[src/rtl/rope_pkg.sv]
// Shared types and default constants for the tug-of-war rope controller.
package rope_pkg;

  typedef enum logic [1:0] {
    ST_IDLE      = 2'd0,
    ST_COUNTDOWN = 2'd1,
    ST_PLAY      = 2'd2,
    ST_WIN       = 2'd3
  } state_t;

  localparam logic [1:0] WIN_NONE  = 2'b00;
  localparam logic [1:0] WIN_LEFT  = 2'b01;
  localparam logic [1:0] WIN_RIGHT = 2'b10;

  localparam logic [9:0] DEF_ROPE_CENTER      = 10'd320;
  localparam logic [9:0] DEF_WIN_MARGIN       = 10'd200;
  localparam int         DEF_STEP             = 4;
  localparam int         DEF_COUNTDOWN_FRAMES = 180;
  localparam int         DEF_WIN_HOLD_FRAMES  = 300;

  // Per-frame pull counters stick at 15 rather than wrapping.
  function automatic logic [3:0] sat_inc4(input logic [3:0] v, input logic inc);
    if (inc && v != 4'd15) return v + 4'd1;
    return v;
  endfunction

endpackage

[src/rtl/rope_ctrl_vsync_tick.sv]
// One-cycle frame tick, registered one cycle after the falling edge of vsync.
module vsync_tick (
  input  logic clk,
  input  logic rstn,
  input  logic vsync,
  output logic tick
);

  logic vs_q;

  // History resets high so leaving reset while vsync is high cannot fire a tick.
  always_ff @(posedge clk or negedge rstn) begin
    if (!rstn) begin
      vs_q <= 1'b1;
      tick <= 1'b0;
    end else begin
      vs_q <= vsync;
      tick <= vs_q & ~vsync;
    end
  end

endmodule

[src/rtl/rope_ctrl.sv]
// Game sequencer and rope position integrator for a two-player tug-of-war display.
module rope_ctrl
  import rope_pkg::*;
#(
  parameter logic [9:0] ROPE_CENTER      = DEF_ROPE_CENTER,
  parameter logic [9:0] WIN_MARGIN       = DEF_WIN_MARGIN,
  parameter int         STEP             = DEF_STEP,
  parameter int         COUNTDOWN_FRAMES = DEF_COUNTDOWN_FRAMES,
  parameter int         WIN_HOLD_FRAMES  = DEF_WIN_HOLD_FRAMES
) (
  input  logic       clk,
  input  logic       rstn,
  input  logic       i_vsync,
  input  logic       i_start,
  input  logic       i_pull_l,
  input  logic       i_pull_r,
  output logic [9:0] o_rope_loc,
  output logic [1:0] o_state,
  output logic [1:0] o_winner,
  output logic       o_song_start
);

  localparam logic [9:0]        LOC_LO    = ROPE_CENTER - WIN_MARGIN;
  localparam logic [9:0]        LOC_HI    = ROPE_CENTER + WIN_MARGIN;
  localparam logic signed [11:0] LO_S     = $signed({2'b00, LOC_LO});
  localparam logic signed [11:0] HI_S     = $signed({2'b00, LOC_HI});
  localparam logic signed [11:0] STEP_S   = 12'(STEP);
  localparam logic [9:0]        CD_LAST   = 10'(COUNTDOWN_FRAMES - 1);
  localparam logic [9:0]        HOLD_LAST = 10'(WIN_HOLD_FRAMES - 1);

  state_t            state, state_next;
  logic              tick;
  logic [9:0]        frame_cnt;
  logic [3:0]        cnt_l, cnt_r;
  logic [9:0]        rope_loc;
  logic [1:0]        winner;
  logic              song_start;
  logic signed [11:0] diff, delta, sum;
  logic [9:0]        loc_upd;

  function automatic logic [9:0] clamp_loc(input logic signed [11:0] v);
    if (v < LO_S) return LOC_LO;
    if (v > HI_S) return LOC_HI;
    return 10'(v);
  endfunction

  vsync_tick u_vsync_tick (
    .clk   (clk),
    .rstn  (rstn),
    .vsync (i_vsync),
    .tick  (tick)
  );

  always_comb begin
    diff    = $signed({8'b0, cnt_r}) - $signed({8'b0, cnt_l});
    delta   = diff * STEP_S;
    sum     = $signed({2'b00, rope_loc}) + delta;
    loc_upd = clamp_loc(sum);
  end

  always_ff @(posedge clk or negedge rstn) begin
    if (!rstn) state <= ST_IDLE;
    else       state <= state_next;
  end

  // A bound reached on the previous update ends the game on the following cycle.
  always_comb begin
    state_next = state;
    case (state)
      ST_IDLE:      if (i_start) state_next = ST_COUNTDOWN;
      ST_COUNTDOWN: if (tick && frame_cnt == CD_LAST) state_next = ST_PLAY;
      ST_PLAY:      if (rope_loc == LOC_LO || rope_loc == LOC_HI) state_next = ST_WIN;
      ST_WIN:       if (tick && frame_cnt == HOLD_LAST) state_next = ST_IDLE;
      default:      state_next = ST_IDLE;
    endcase
  end

  always_ff @(posedge clk or negedge rstn) begin
    if (!rstn) begin
      frame_cnt  <= '0;
      cnt_l      <= '0;
      cnt_r      <= '0;
      rope_loc   <= ROPE_CENTER;
      winner     <= WIN_NONE;
      song_start <= 1'b0;
    end else begin
      song_start <= (state_next == ST_PLAY) && (state != ST_PLAY);
      cnt_l      <= '0;
      cnt_r      <= '0;
      case (state)
        ST_IDLE: begin
          frame_cnt <= '0;
          rope_loc  <= ROPE_CENTER;
          winner    <= WIN_NONE;
        end
        ST_COUNTDOWN: if (tick) frame_cnt <= frame_cnt + 10'd1;
        ST_PLAY: begin
          if (state_next == ST_WIN) begin
            winner    <= (rope_loc == LOC_LO) ? WIN_LEFT : WIN_RIGHT;
            frame_cnt <= '0;
          end else if (tick) begin
            // Pulls landing on the tick cycle seed the next frame's counts.
            rope_loc <= loc_upd;
            cnt_l    <= {3'b000, i_pull_l};
            cnt_r    <= {3'b000, i_pull_r};
          end else begin
            cnt_l <= sat_inc4(cnt_l, i_pull_l);
            cnt_r <= sat_inc4(cnt_r, i_pull_r);
          end
        end
        ST_WIN: begin
          if (tick) frame_cnt <= frame_cnt + 10'd1;
          if (state_next == ST_IDLE) begin
            rope_loc <= ROPE_CENTER;
            winner   <= WIN_NONE;
          end
        end
        default: ;
      endcase
    end
  end

  assign o_rope_loc   = rope_loc;
  assign o_state      = state;
  assign o_winner     = winner;
  assign o_song_start = song_start;

endmodule

[config.mk]
export PLATFORM = sky130hd
export DESIGN_NAME = rope_ctrl
export DESIGN_NICKNAME = d
export VERILOG_FILES = /design/src/rtl/rope_pkg.sv /design/src/rtl/rope_ctrl_vsync_tick.sv /design/src/rtl/rope_ctrl.sv
export SDC_FILE = /design/constraint.sdc
export NUM_CORES = 1
export LEC_CHECK = 0
export BUFFER_PORTS_ARGS = -buffer_cell sky130_fd_sc_hd__buf_2
export CAP_MARGIN = 20
export CORE_ASPECT_RATIO = 0.7
export CORE_MARGIN = 1.5
export CORE_UTILIZATION = 43
export CTS_CLUSTER_DIAMETER = 120
export CTS_CLUSTER_SIZE = 10
export DETAILED_ROUTE_END_ITERATION = 10
export MAX_ROUTING_LAYER = met4
export PLACE_DENSITY = 0.71
export RECOVER_POWER = 50
export SYNTH_ARGS = -nofsm -noshare
export SYNTH_HDL_FRONTEND = slang
export SYNTH_HIERARCHICAL = 1
export SYNTH_SLANG_ARGS = --single-unit
[constraint.sdc]
create_clock -name clk -period 3.8 [get_ports clk]
set_input_delay 0.19 -clock clk [delete_from_list [all_inputs] [get_ports clk]]
set_output_delay 0.19 -clock clk [all_outputs]
set_load 0.1 [all_outputs]
---- Yosys cells after proc, flatten, opt, wreduce, memory -nomap -nowiden ----
Cells that the tools add are included.
storage, ports and cells
  bits in latches ......................... 0
  logic and storage cells ................. 91
  memories kept ........................... 0
  memory bits (writable) .................. 0
  output and inout port bits .............. 15
  input bits .............................. 6
  bits in read-only memories .............. 0
  bits in registers ....................... 35
cells by class
  equality and inequality tests ........... 19
  shift-type cells ........................ 0
  magnitude comparators ................... 2
  mux-type cells .......................... 41
  multiply operators ...................... 0
  reductions and logical operators ........ 13
  divide/modulo/power cells ............... 0
  $add $sub $neg .......................... 5
  bitwise operators ....................... 2
operators with widths
  cell                                                                           number
  10-bit two-way mux                                                             9
  10-bit one-hot mux with 3 select lines                                         2
  4-bit two-way mux                                                              10
  2-bit two-way mux                                                              7
  11-bit by 7-bit adder with 12-bit output                                       1
  12-bit by 11-bit > comparator with 1-bit output, second input constant         1
  12-bit by 8-bit less-than comparator with 1-bit output, second input constant  1
  1-bit two-way mux                                                              11
  10-bit by 1-bit adder with 10-bit output, second input constant                1
  10-bit equality test, second input constant                                    1
  10-bit by 7-bit equality test with 1-bit output, second input constant         1
  10-bit by 8-bit equality test with 1-bit output, second input constant         1
  10-bit by 9-bit equality test with 1-bit output, second input constant         1
  4-bit by 1-bit adder with 4-bit output, second input constant                  2
  2-bit equality test, second input constant                                     4
  2-bit != test, second input constant                                           4
  4-bit by 3-bit != test with 1-bit output, second input constant                2
  4-bit != test, second input constant                                           2
  2-bit one-hot mux with 4 select lines                                          1
  2-bit one-hot mux with 3 select lines                                          1
  1-bit logical AND                                                              5
  4-bit by 4-bit subtractor with 5-bit output                                    1
  2-bit logical NOT                                                              2
  2-bit by 1-bit != test with 1-bit output, second input constant                2
  9 further kinds                                                                9

---- Depth between registers and ports, before layout ----
Gate-level depths: netlist of the first run.
  word-level depth ........................ 11
  depth in mapped cells ................... 17
  depth with buffers taken out ............ 16

---- Hierarchy ----
Netlist of the first run, hierarchy kept.
modules (own cells, without submodules)
  module      sequential area each (um^2)  times used  cells an instance  area each (um^2)
  rope_ctrl   778.2                        1           268                2,353.5
  vsync_tick  51.3                         1           3                  65.1

---- Least setup slack after synthesis of the first run ----
Ideal clock, no wire load.
  path kind ............................... register -> register
  start ................................... register cnt_r[0]
  end ..................................... register rope_loc[7], in the netlist o_rope_loc[7]
  period minus slack after synthesis ...... 3.561 ns
  slack ................................... 0.239 ns
  arrival ................................. 3.443 ns
  data required time ...................... 3.682 ns
  setup time .............................. 0.118 ns
  cell stages (with the launch flop) ...... 18
  buffers on the path ..................... 1
  path through ............................ dfrtp_1 -> inv_1 -> ha_1 -> inv_1 -> fa_1 -> a211oi_4 -> nor2_2 -> inv_2 -> ha_1 -> clkbuf_1 -> o31ai_1 -> o21ai_0 -> o32ai_1 -> nor4_1 -> a31o_1 -> a211o_4 -> nor3b_1 -> a21o_1
between the ends
  longest elaborated chain between the ends .. 10
  elaborated cells on any way between the ends .. 13
  those cells by class .................... 2 x add/sub; 2 x order compare; 9 x mux
RTL lines
  element                                          line              RTL
  start, declared                                  rope_ctrl.sv:34   logic [3:0] cnt_l, cnt_r;
  start signal, assigned                           rope_ctrl.sv:105  cnt_r <= {3'b000, i_pull_r};
  start signal, assigned                           rope_ctrl.sv:108  cnt_r <= sat_inc4(cnt_r, i_pull_r);
  4-bit by 4-bit subtractor with 5-bit output *    rope_ctrl.sv:55   diff = $signed({8'b0, cnt_r}) - $signed({8'b0, cnt_l});
  11-bit by 7-bit adder with 12-bit output *       rope_ctrl.sv:57   sum = $signed({2'b00, rope_loc}) + delta;
  12-bit by 11-bit > comparator with 1-bit output  rope_ctrl.sv:43   if (v > HI_S) return LOC_HI;
  1-bit two-way mux (2 in a row)                   rope_ctrl.sv:43
  10-bit two-way mux                               rope_ctrl.sv:44   return 10'(v);
  10-bit two-way mux *                             rope_ctrl.sv:43
  10-bit two-way mux *                             rope_ctrl.sv:101  end else if (tick) begin
  10-bit two-way mux *                             rope_ctrl.sv:98   if (state_next == ST_WIN) begin
  10-bit one-hot mux with 3 select lines *         rope_ctrl.sv:90   case (state)
  end signal, assigned                             rope_ctrl.sv:103  rope_loc <= loc_upd;
  end, declared                                    rope_ctrl.sv:35   logic [9:0] rope_loc;
Every way passes the cells marked *; elsewhere a longest branch is shown, timed or not. The select of a mux whose other input is x is not followed.
A chain may end at the register's enable or synchronous reset.

---- Final worst setup path of the first run ----
Ends and elaborated chain as after synthesis.

==> flow_metrics.env, run 1 <==
export IMPL_status="finished, violations left"
export IMPL_violations="capacitance limit, slew limit"
export IMPL_ant_nets=0
export IMPL_drt_iter0_markers=178
export IMPL_num_rows=22
export IMPL_dp_hpwl_um=4070
export IMPL_arrival_ps=3810
export IMPL_numCtsBuffers=5
export IMPL_r2r_start="cnt_r[0]"
export IMPL_track_usage_pct=20.2
export IMPL_port_buffers=18
export IMPL_die_y_um=65.7
export IMPL_tns_ps=0
export IMPL_synth_top_area_share_pct=31.0
export IMPL_whs_path_depth=1
export IMPL_synth_area_leaders="dfrtp_1, ha_1, xor2_1"
export IMPL_cp_top_family="compound AO/OA/AOI/OAI gates"
export IMPL_setup_violations=0
export IMPL_max_freq_ghz=0.275
export IMPL_path_buf_inv=2
export IMPL_critPathLaunchType="flip-flop"
export IMPL_grt_overflow=0
export IMPL_end_kind="flip-flop"
export IMPL_yosysSeqAreaShare_pct=34.3
export IMPL_path_cells="inv_1 > ha_1 > inv_1 > fa_2 > fa_2 > a211o_1 > a21oi_1 > o211a_1 > mux2_4 > and4_1 > a211o_4 > nor3b_1 > a21o_1"
export IMPL_synthFlopType="dfrtp_1"
export IMPL_dr_pass1_iters=4
export IMPL_worstRegToRegCells=13
export IMPL_peakVddDrop_mv=0.182
export IMPL_wl_per_cell_um=14.6
export IMPL_ys_async_sr_fraction_pct=100
export IMPL_ys_ff_latch=33
export IMPL_p_leak_nw=1.22
export IMPL_initial_utilization_pct=45.3
export IMPL_vias=2106
export IMPL_antenna_found_initial=0
export IMPL_cts_root_buf="clkbuf_8"
export IMPL_crit_required_ps=3980
export IMPL_finalNetCount=316
export IMPL_finalCritPeriodShare_pct=95.6
export IMPL_fin_skew_ps=3.06
export IMPL_max_stage_delay_ps=470
export IMPL_final_cell_mix="dfrtp_1, nand2_1, nor2_1"
export IMPL_drive_above_1_share_pct=13.9
export IMPL_crit_type="reg2reg"
export IMPL_final_common_cell="dfrtp_1"
export IMPL_clock_latency_ps=280
export IMPL_reg2reg_slack_ps=170
export IMPL_wirelength_um=5380
export IMPL_fin_util_pct=51.1
export IMPL_cts_tree="done"
export IMPL_syn_mean_instance_area_um2=8.92
export IMPL_ys_warn_count=6
export IMPL_grt_start_max_net_pins=34
export IMPL_grt_first_pass_wirelength_um=9340
export IMPL_clock_sinks=33
export IMPL_syn_inst=271
export IMPL_finalHoldViolCount=0
export IMPL_io_pins=21
export IMPL_core_area_um2=5340
export IMPL_synth_largest_area_cell="dfrtp_1"
export IMPL_worstHoldEndpoint="u_vsync_tick/vs_q"
export IMPL_cp_max_fo=6
export IMPL_cts_htree_levels=2
export IMPL_cts_buffer_depth=2
export IMPL_gp_congestion=0.947
export IMPL_die_w_um=92.6
export IMPL_slew_headroom_pct=-16.0
export IMPL_clk_pin_slew_worst_paths_ps=70
export IMPL_cp_slowest_cell="fa_2"
export IMPL_ys_types=58
export IMPL_viasPerCell=5.72
export IMPL_hold_path_class="in2reg"
export IMPL_drv_cap=1
export IMPL_rr_endpoint="o_rope_loc[7]"
export IMPL_drv_slew=34
export IMPL_syn_to_final_growth_pct=12.9
export IMPL_first_global_vias=1985
export IMPL_worst_pin_slew_ps=1740
export IMPL_hp_start="i_vsync"
export IMPL_syn_cell_area_um2=2420
export IMPL_dieArea_um2=6090
export IMPL_diodes=0
export IMPL_period_needed_ps=3630
export IMPL_synth_edf_count=0
export IMPL_p_per_area_nw_per_um2=311
export IMPL_drc=0
-- layer usage --
metal | vias up | GRT usage [%] | wire length, um | part of all wire [%]
li1 | 1036 | - | - | -
met1 | 999 | 28.7 | 2790 | 52
met2 | 62 | 28.7 | 2220 | 41
met3 | 9 | 4.28 | 318 | 5.9
met4 | 0 | 6.44 | 56 | 1.0
met5 | - | - | 0 | 0
-- state kept, by name (all words and copies together), names as in the netlist, 2 cells and up --
register,count
cnt_r,4
o_state,2
o_rope_loc,8
cnt_l,4
frame_cnt,10
o_winner,2
-- per-stage QoR --
step	hold slack (ps)	setup slack (ps)	total power (W)	std cells	cell area, um^2
after floorplan	-106	239	0.000484	272	2420
after global placement	292	191	0.000507	358	2590
after detailed placement	295	130	0.000511	358	2590
after CTS	19.9	106	0.000858	367	2720
after global routing	5.94	-2.03	0.000899	368	2730
final	2.79	166	0.000849	368	2730
-- power by group --
part           internal [W]  leakage, nW  total [W]  switching [W]
Sequential         0.000382        0.435   0.000428      0.0000456
Combinational     0.0000343        0.727  0.0000769      0.0000426
Clock              0.000214       0.0585   0.000344       0.000130
-- repair_timing --
action	4_1_cts	5_1_grt
hold endpoints to repair	30	0
hold buffers	1	0
gates resized for setup	0	5
endpoints found under the setup margin	0	7
buffers inserted	0	1
-- how the worst max path moves through the flow --
stage | end | slack [ps] | from | cells after the start
after floorplan | o_rope_loc[7] | 240 | cnt_r[0] | 17
after global placement | o_rope_loc[7] | 190 | cnt_l[0] | 12
after detailed placement | o_rope_loc[7] | 130 | cnt_r[0] | 13
after CTS | o_rope_loc[7] | 110 | cnt_l[0] | 12
after global routing | o_rope_loc[7] | -2 | cnt_r[0] | 13
final | o_rope_loc[7] | 170 | cnt_r[0] | 13
-- synth_stat cells (4+ instances only) --
cell type,count
o21ai_0,12
a21o_1,4
o21ai_1,7
nor4_1,5
nand4_1,8
xnor2_1,7
nor2_1,26
clkbuf_1,4
ha_1,13
nand2_1,27
a31oi_1,9
nand3_1,7
a21oi_1,18
dfrtp_1,30
nor4b_1,4
xor2_1,12
inv_1,11
mux2i_1,5
-- cell type report --
cell class | instances | area (um^2)
clock buffers | 7 | 86.3
clock inverters | 1 | 30.0
fillers | 518 | 2610
inverters | 13 | 48.8
multi-input cells | 218 | 1520
flip-flops and latches | 33 | 830
well taps | 72 | 90.1
repair buffers | 24 | 130
-- logic make-up after synthesis --
group	count (synthesis)	synth area share, %
adder cells (fa/ha/maj)	15	8.38
flip-flops	33	34.3
AND/OR/NAND/NOR	102	22.6
XOR/XNOR	21	8.48
AO/OA/AOI/OAI	72	19.8
other	1	0.155
buffers and inverters	21	3.67
multiplexers	6	2.69
-- worst register-to-register path, delay by kind of cell, from the launching register on --
family	cells	cell delay [ps]
AND/OR/NAND/NOR	2	350
AO/OA/AOI/OAI	5	1240
adder cells (fa/ha/maj)	3	1060
multiplexers	1	310
flip-flops	1	390
buffers and inverters	2	170
Note: power is estimated with default switching activity, not from simulation.
==> inputs of run 2 (changes only) <==
--- a/config.mk
+++ b/config.mk
@@ -5,11 +5,12 @@
 export SDC_FILE = /design/constraint.sdc
 export NUM_CORES = 1
 export LEC_CHECK = 0
-export BUFFER_PORTS_ARGS = -buffer_cell sky130_fd_sc_hd__buf_2
+export BUFFER_PORTS_ARGS = -buffer_cell sky130_fd_sc_hd__buf_4
 export CAP_MARGIN = 20
 export CORE_ASPECT_RATIO = 0.7
 export CORE_MARGIN = 1.5
 export CORE_UTILIZATION = 43
+export CTS_BUF_LIST = sky130_fd_sc_hd__clkbuf_8
 export CTS_CLUSTER_DIAMETER = 120
 export CTS_CLUSTER_SIZE = 10
 export DETAILED_ROUTE_END_ITERATION = 10
==> flow_metrics.env, run 2 (synthesis results as in run 1) <==
export IMPL_whs_path_depth=1
export IMPL_nFillCells=523
export IMPL_final_common_cell="dfrtp_1"
export IMPL_critPathLaunchType="flip-flop"
export IMPL_dr_pass1_iters=4
export IMPL_cts_buffer_depth=2
export IMPL_fin_skew_ps=5.41
export IMPL_clock_sinks=33
export IMPL_antenna_found_initial=0
export IMPL_violations="hold timing, capacitance limit, slew limit"
export IMPL_diodes=0
export IMPL_drc=0
export IMPL_wl_per_cell_um=14.8
export IMPL_tns_ps=0
export IMPL_crit_type="reg2reg"
export IMPL_grt_overflow=0
export IMPL_reg2reg_slack_ps=200
export IMPL_max_freq_ghz=0.277
export IMPL_period_needed_ps=3600
export IMPL_worst_pin_slew_ps=1740
export IMPL_first_global_vias=2004
export IMPL_drv_cap=1
export IMPL_stdcell_area_um2=2780
export IMPL_drt_iter0_markers=140
export IMPL_dpl_cell_area_um2=2650
export IMPL_end_kind="flip-flop"
export IMPL_track_usage_pct=20.5
export IMPL_worstRegToRegCells=12
export IMPL_ant_nets=0
export IMPL_cts_root_buf="clkbuf_8"
export IMPL_clock_latency_ps=290
export IMPL_grt_first_pass_wirelength_um=9540
export IMPL_numCtsBuffers=5
export IMPL_crit_required_ps=3980
export IMPL_drive_above_1_share_pct=14.4
export IMPL_initial_utilization_pct=45.3
export IMPL_holdWs_ps=-3.44
export IMPL_power_w=0.000850
export IMPL_cp_max_fo=6
export IMPL_setup_violations=0
export IMPL_finalHoldViolCount=1
export IMPL_p_leak_nw=1.24
export IMPL_hold_path_class="in2reg"
export IMPL_die_y_um=65.7
export IMPL_final_cell_mix="dfrtp_1, nand2_1, nor2_1"
export IMPL_place_inst=359
export IMPL_port_buffers=18
export IMPL_finalNetCount=318
export IMPL_dp_slack_ps=104
export IMPL_gp_congestion=0.906
export IMPL_viasPerCell=5.55
export IMPL_peakVddDrop_mv=0.229
export IMPL_layout_setup_ws_ps=196
export IMPL_largest_reg_flops=10
export IMPL_clk_pin_slew_worst_paths_ps=70
export IMPL_grt_start_max_net_pins=34
export IMPL_wirelength_um=5490
export IMPL_status="finished, violations left"
export IMPL_rsz0062_at_grt="false"
export IMPL_slew_headroom_pct=-15.9
export IMPL_core_area_um2=5340
export IMPL_p_per_area_nw_per_um2=306
export IMPL_final_cells=370
export IMPL_drv_slew=34
export IMPL_multiInputGateArea_um2=1520
export IMPL_cts_htree_levels=2
export IMPL_largest_register="frame_cnt"
export IMPL_register_area_um2=830
export IMPL_finalCritPeriodShare_pct=94.8
export IMPL_arrival_ps=3790
export IMPL_dp_hpwl_um=4110
export IMPL_syn_to_final_growth_pct=14.7
export IMPL_io_pins=21
export IMPL_dieArea_um2=6090
export IMPL_cts_tree="done"
export IMPL_die_w_um=92.6
export IMPL_vias=2053
export IMPL_num_rows=22
[run 2: changes by cell type in the layout (fill, tap and decap cells not counted)]
cell	previous run	this run
inv_1	11	12
clkbuf_1	7	6
buf_2	12	0
buf_4	5	19
[run 2: layout make-up]
| cell class | instances | area share (%) |
|---|---|---|
| inverter | 13 | 1.76 |
| clock buffer | 6 | 2.98 |
| clock inverter | 2 | 1.22 |
| sequential | 33 | 29.9 |
| timing repair buffer | 26 | 6.31 |
| multi-input combinational | 218 | 54.6 |
| tap | 72 | 3.25 |
[run 2: worst max-delay path, stage by stage (launching register included)]
cell	delay (ps)
dfrtp_1	430
ha_1	220
inv_1	80
fa_2	460
fa_2	410
a211o_1	330
a21oi_1	160
o211a_1	210
mux2_4	310
and4_1	210
a211o_4	370
nor3b_1	150
a21o_1	160
[run 2: stage by stage]
step | hold WS [ps] | utilization [%]
floorplan | -106 | -
global placement | 158 | 49.5
detailed placement | 156 | 49.5
global route | -2.23 | 52.0
finish | -3.44 | 52.0
CTS | 16.6 | 51.9
[run 2: report_power, final]
| part | switching, W | total [W] | internal [W] | leakage [nW] |
|---|---|---|---|---|
| logic | 0.0000432 | 0.0000786 | 0.0000354 | 0.741 |
| clock network | 0.000133 | 0.000344 | 0.000211 | 0.0626 |
| registers | 0.0000453 | 0.000427 | 0.000382 | 0.435 |
| total | 0.000221 | 0.000850 | 0.000629 | 1.24 |
[run 2: final timing paths]
check,start,to
max,cnt_l[0],o_rope_loc[7]
min,i_vsync,u_vsync_tick/vs_q
max in group asynchronous,rstn,cnt_r[1]
min reg2reg,o_winner[0],o_winner[0]
min in group asynchronous,rstn,o_state[0]
max reg2reg,cnt_l[0],o_rope_loc[7]
[run 2: what timing repair did]
action                     4_1_cts  5_1_grt
setup endpoints to repair        0        5
gates resized for setup          0        5
hold buffers                     1        0
buffers inserted                 0        2
hold endpoints to repair        30        0
[run 2: metal layers]
layer	vias up	part of all wire [%]	GRT usage [%]
li1	1037	-	-
met1	971	54	29.6
met2	39	41	29.1
met3	6	4.5	4.17
met4	0	0.87	5.11
met5	-	0	-
